===== src/rtl/if_id_queue.sv =====
// In-order DEPTH-entry queue between fetch (valid/ready) and decode (stall/flush).
// Optional performance counters are built when IFID_PERF_EN is defined.
module if_id_queue #(
  parameter int                 ADDR_W    = 32,
  parameter int                 INSTR_W   = 32,
  parameter int                 DEPTH     = 4,
  parameter logic [INSTR_W-1:0] NOP_INSTR = 32'h00000013
) (
  input  logic                     clk,
  input  logic                     rst_n,
  input  logic                     valid_F,
  output logic                     ready_F,
  input  logic [ADDR_W-1:0]        PC_F,
  input  logic [INSTR_W-1:0]       imem_data,
  input  logic                     stall_D,
  input  logic                     flush_D,
  output logic                     valid_D,
  output logic [ADDR_W-1:0]        PC_D,
  output logic [INSTR_W-1:0]       instruction_D,
  output logic [$clog2(DEPTH):0]   count,
  output logic [31:0]              perf_stall_cnt,
  output logic [31:0]              perf_drop_cnt
);

  localparam int PTR_W = $clog2(DEPTH);
  localparam logic [PTR_W:0] FULL_CNT = (PTR_W+1)'(DEPTH);

  logic [ADDR_W-1:0]  pc_mem    [DEPTH];
  logic [INSTR_W-1:0] instr_mem [DEPTH];
  logic [PTR_W-1:0]   wr_ptr;
  logic [PTR_W-1:0]   rd_ptr;
  logic               full;
  logic               empty;
  logic               push;
  logic               pop;

  // Fetch handshake: an entry transfers on any edge where valid_F && ready_F.
  // Fetch keeps valid_F, PC_F and imem_data stable until that happens.
  assign full    = (count == FULL_CNT);
  assign empty   = (count == '0);
  assign ready_F = !full;
  assign push    = valid_F && ready_F;
  assign pop     = valid_D && !stall_D && !flush_D;

  // Outputs come from registered state only; no input reaches them combinationally.
  assign valid_D       = !empty;
  assign PC_D          = empty ? '0 : pc_mem[rd_ptr];
  assign instruction_D = empty ? NOP_INSTR : instr_mem[rd_ptr];

  always_ff @(posedge clk or negedge rst_n) begin
    if (!rst_n) begin
      wr_ptr <= '0;
      rd_ptr <= '0;
      count  <= '0;
    end else if (flush_D) begin
      // Leaving wr_ptr alone and snapping rd_ptr to it empties the buffer.
      rd_ptr <= wr_ptr;
      count  <= '0;
    end else begin
      if (push) wr_ptr <= wr_ptr + 1'b1;
      if (pop)  rd_ptr <= rd_ptr + 1'b1;
      case ({push, pop})
        2'b10:   count <= count + 1'b1;
        2'b01:   count <= count - 1'b1;
        default: count <= count;
      endcase
    end
  end

  // Storage needs no reset: an entry is only visible once count covers it.
  always_ff @(posedge clk) begin
    if (push && !flush_D) begin
      pc_mem[wr_ptr]    <= PC_F;
      instr_mem[wr_ptr] <= imem_data;
    end
  end

`ifdef IFID_PERF_EN
  always_ff @(posedge clk or negedge rst_n) begin
    if (!rst_n) begin
      perf_stall_cnt <= '0;
      perf_drop_cnt  <= '0;
    end else begin
      if (valid_D && stall_D && !flush_D)
        perf_stall_cnt <= perf_stall_cnt + 32'd1;
      // A flush discards everything queued plus any entry accepted that cycle.
      if (flush_D)
        perf_drop_cnt <= perf_drop_cnt + 32'(count) + 32'(push);
    end
  end
`else
  assign perf_stall_cnt = '0;
  assign perf_drop_cnt  = '0;
`endif

endmodule


===== config.mk =====
export PLATFORM = sky130hd
export DESIGN_NAME = if_id_queue
export DESIGN_NICKNAME = d
export VERILOG_FILES = /design/src/rtl/if_id_queue.sv
export SDC_FILE = /design/constraint.sdc
export NUM_CORES = 1
export LEC_CHECK = 0
export CORE_UTILIZATION = 56
export DETAILED_ROUTE_END_ITERATION = 6
export GPL_TIMING_DRIVEN = 0
export PLACE_DENSITY = 0.94
export SLEW_MARGIN = 25
export SYNTH_ARGS = -nofsm -noshare
export SYNTH_HDL_FRONTEND = slang
export SYNTH_SLANG_ARGS = --single-unit

===== constraint.sdc =====
create_clock -name clk -period 4.7 [get_ports clk]
set_input_delay 0.94 -clock clk [delete_from_list [all_inputs] [get_ports clk]]
set_output_delay 0.94 -clock clk [all_outputs]
set_load 0.02 [all_outputs]

==> results by stage <==
Logic synthesis:
- In this run, distinct cell masters in the synthesized netlist total 36.
- The xor and xnor fraction of the mapped netlist area is 0.163%.
- The mean post-synth cell area is 20.2 um^2.
- In the synthesized netlist, mux cells make up 13.5% of the area.
- After Yosys synthesis, full adders, half adders and majority gates account for 0.652% of the synthesized area.
- Synthesis produced a netlist whose cell count is 533.
- Summing the areas of all and, or, nand and nor instances in the mapped netlist gives under 10% of the synthesized area.
- In this run, synthesis produced a sequential element count of 263.
- Summing every instance area after synthesis gives 10700 um^2.
- The leading register cell type out of synthesis is sky130_fd_sc_hd__edfxtp_1.
- Counting flops with an async set or reset pin after synthesis yields a share of 2.66%.
- Sequential elements use roughly three quarters of the synthesized area.
- The dominant combinational cell family by area after synthesis is multiplexers.
- Summing the areas of all compound-gate instances in the mapped netlist gives less than 1% of the synthesized area.
- The number of warnings printed during yosys synthesis is 0.
- Counting flops with a built-in enable in the synthesized netlist gives roughly 260.

Clock network:
- The number of clock sinks seen by CTS is 263.
- At the later pin of the worst-skew pair, clock insertion delay measures 510 ps.
- The maximum buffer depth of the clock tree is 3.
- The TritonCTS clock tree is built.
- The number of H-tree branching levels is 1.
- The number of hold buffers added after CTS was 0.
- After clock tree synthesis, the setup repair step added 0 buffers.
- The register clock-pin slew on the reported worst setup and hold paths is about 60 ps.
- The total CTS buffers is 25.
- The root cell of the clock tree is sky130_fd_sc_hd__clkbuf_16.
- The number of gates resized after CTS is 0.

Critical path:
- For this run, the slowest stage of the critical path takes 620 ps.
- The worst setup path is captured at a primary output.
- The data arrival time of the critical path is 2760 ps.
- The critical path class is register to primary output.
- The element type at the critical path start is a register.
- Of all nets on the critical path, the largest fanout is 10.
- The slowest library cell on the worst path is sky130_fd_sc_hd__clkdlybuf4s50_1.
- In this run the critical register-to-register path is launched from count[1].
- The critical path goes through nor3_4 > inv_1 > clkbuf_1 > and2_1 > clkdlybuf4s50_1.
- The startpoint of the worst setup timing path is count[1].
- Data on the critical path is required at its endpoint by 3760 ps.

STA:
- The final critical path takes up a little under 80% of the cycle.
- The total count of max-transition violations in the final report came to 0.
- Setup repair after global routing left no endpoint under its margin.
- The relative slew slack is 52.3%.
- The number of hold violations in the final report came to 0.
- The achievable frequency is 0.270 GHz.
- The clock period minus worst slack is 3700 ps.
- For the pin with the worst max-slew slack, the measured transition is about 710 ps.
- Setup violations remaining at the end of the flow were counted as 0.
- Between clock sinks in the finished design, the worst skew comes to approximately 8.4 ps.

Global routing:
- The number of global-route vias before repair was 5679.
- Global routing used 26.8% of the available met1 tracks.
- The maximum number of pins on one net before global-route repair is 43.
- The layer with the highest usage is met2.
- The total overflow reported by the global router is 0.
- The initial antenna violation count is 0.
- The wire length of the first global-routing pass is 31900 um.
- The met2 track demand over resource is 39.3%.
- The met3 layer usage reported by global route is under 10%.
- Global routing used between 20% and 30% of the available tracks.

Power:
- The design draws 0.00692 W.
- The total power density per cell area is 511 nW/um^2.
- The switching share of power is 26.9%.
- Combinational cells account for 29.5% of the total power.
- The internal portion of total power is 0.00506 W.
- The switching power is 0.00186 W.
- In this run the static leakage power is 4.73 nW.
- The sequential cell fraction of total power is between 40% and 50%.
- The peak supply drop is 412 uV.
- The clock share of power is 28.6%.

Route:
- After the first detailed-routing iteration, the DRC count stood at roughly 290.
- The via density per instance is 5.38.
- Summing over every cut layer, the via total after detailed routing is 5448.
- After detailed routing, the number of remaining DRC violations is 0.
- Summed over all layers, the routed wires come to between 20000 and 25000 um.
- The per-cell routed wire length is 20.2 um.
- The detailed-router iteration count before antenna repair is 4.
- In this run the remaining antenna-violating nets after routing total 0.

Finish:
- 0 antenna diodes ended up in the layout.
- The layout net count is 838.
- Leaving out fill and tap cells, the most frequent cells in the layout are sky130_fd_sc_hd__edfxtp_1 (256), sky130_fd_sc_hd__clkdlybuf4s50_1 (137), sky130_fd_sc_hd__buf_4 (67).
- The final design area excluding fillers is 13500 um^2.
- The library cell used most frequently in the layout, excluding fill and tap cells, is sky130_fd_sc_hd__edfxtp_1.
- The post-route netlist has around a quarter of its cells at a drive strength greater than 1.
- The area growth from synthesis to layout is 26.0%.

Floorplanning:
- The die covers 19700 um^2.
- The core region is about 19000 um^2.
- The number of top-level design ports is roughly 200.
- The vertical die dimension is 141 um.
- The count of standard-cell rows is 50.
- The die width is 141 um.
- Once the floorplan was initialized, standard cells occupied 57.3% of the core.

Placement:
- Port buffering added 137 buffers.
- Routability-driven placement finished with a final weighted congestion of 0.716.
- Summing all placed instances gives a cell area of 12700 um^2.
- Detailed placement ended at an HPWL of 13200 um.

Outcome:
- The run finished with clean final reports.

Job:
- Across the run, the number of max-cap violations was 0.

Min path:
- The class of the tightest hold or removal check is register to register.
- The launch point of the worst hold path is wr_ptr[1].
==> worst paths after layout <==
check                           slack [ps]  cells after the start                end
worst max-delay path                  1000                      5  instruction_D[29]
worst min-delay path                   620                      1          wr_ptr[1]
worst max register to register        2220                      4    instr_mem[1][2]
worst min register to register         620                      1          wr_ptr[1]
max in group asynchronous             3760                      1          rd_ptr[0]
min in group asynchronous              690                      1           count[0]
==> registers in the layout (all words and copies together), names as in the netlist <==
| register | count |
|---|---|
| instr_mem | 128 |
| wr_ptr | 2 |
| rd_ptr | 2 |
| pc_mem | 128 |
| count | 3 |
==> layout make-up <==
class / instances / area [um^2]
repair buffers: 141 / 1460
inverters: 5 / 18.8
plain buffers: 88 / 659
well taps: 234 / 293
clock buffers: 33 / 656
clock inverters: 9 / 145
fillers: 1117 / 5220
multi-input cells: 240 / 2450
flip-flops and latches: 263 / 7860
==> logic make-up after synthesis <==
kind of cell | Yosys count
fa+ha+maj | 5
compound gates | 16
flops | 263
simple gates | 88
buf+inv | 93
xor+xnor | 2
other cells | 1
mux | 65
==> power groups by stage <==
stage | clock, W | sequential, W | combinational [W]
6_report | 0.00198 | 0.00290 | 0.00204
5_1_grt | 0.00210 | 0.00292 | 0.00218
4_1_cts | 0.00201 | 0.00290 | 0.00208
3_5_place_dp | 0 | 0.00295 | 0.00206
3_3_place_gp | 0 | 0.00296 | 0.00199
2_1_floorplan | 0 | 0.00294 | 0.00133
==> metal layers <==
layer | routed length, um | part of all wire (%) | up-vias
met2 | 10700 | 52 | 261
met1 | 7930 | 39 | 2729
li1 | - | - | 2428
met4 | 286 | 1.4 | 0
met3 | 1570 | 7.7 | 30
met5 | 0 | 0 | -
==> worst max-delay path, delay by kind of cell, from the launching register on <==
family                 cells  cell delay, ps
buffers and inverters      3            1340
and+or+nand+nor            2             340
DFF                        1             570
==> Yosys cell counts (4+ instances only) <==
library cell / count / area (um^2)
sky130_fd_sc_hd__edfxtp_1: 256 / 7690
sky130_fd_sc_hd__buf_4: 67 / 503
sky130_fd_sc_hd__and2_1: 65 / 407
sky130_fd_sc_hd__mux4_2: 64 / 1440
sky130_fd_sc_hd__buf_2: 8 / 40.0
sky130_fd_sc_hd__clkbuf_1: 8 / 30.0
sky130_fd_sc_hd__dfrtp_1: 7 / 175
sky130_fd_sc_hd__inv_1: 5 / 18.8
sky130_fd_sc_hd__ha_1: 4 / 50.1
==> through the flow <==
step	worst slack, ps	setup TNS, ps	hold WS [ps]	utilization [%]	instances
3_5_place_dp	1340	0	611	67.9	971
2_1_floorplan	1350	0	556	-	596
5_1_grt	781	0	649	72.2	1013
3_3_place_gp	-418	-102370	584	67.4	967
6_report	1000	0	623	72.2	1013
4_1_cts	905	0	626	72.2	1013
Note: power is estimated with default switching activity, not from simulation.
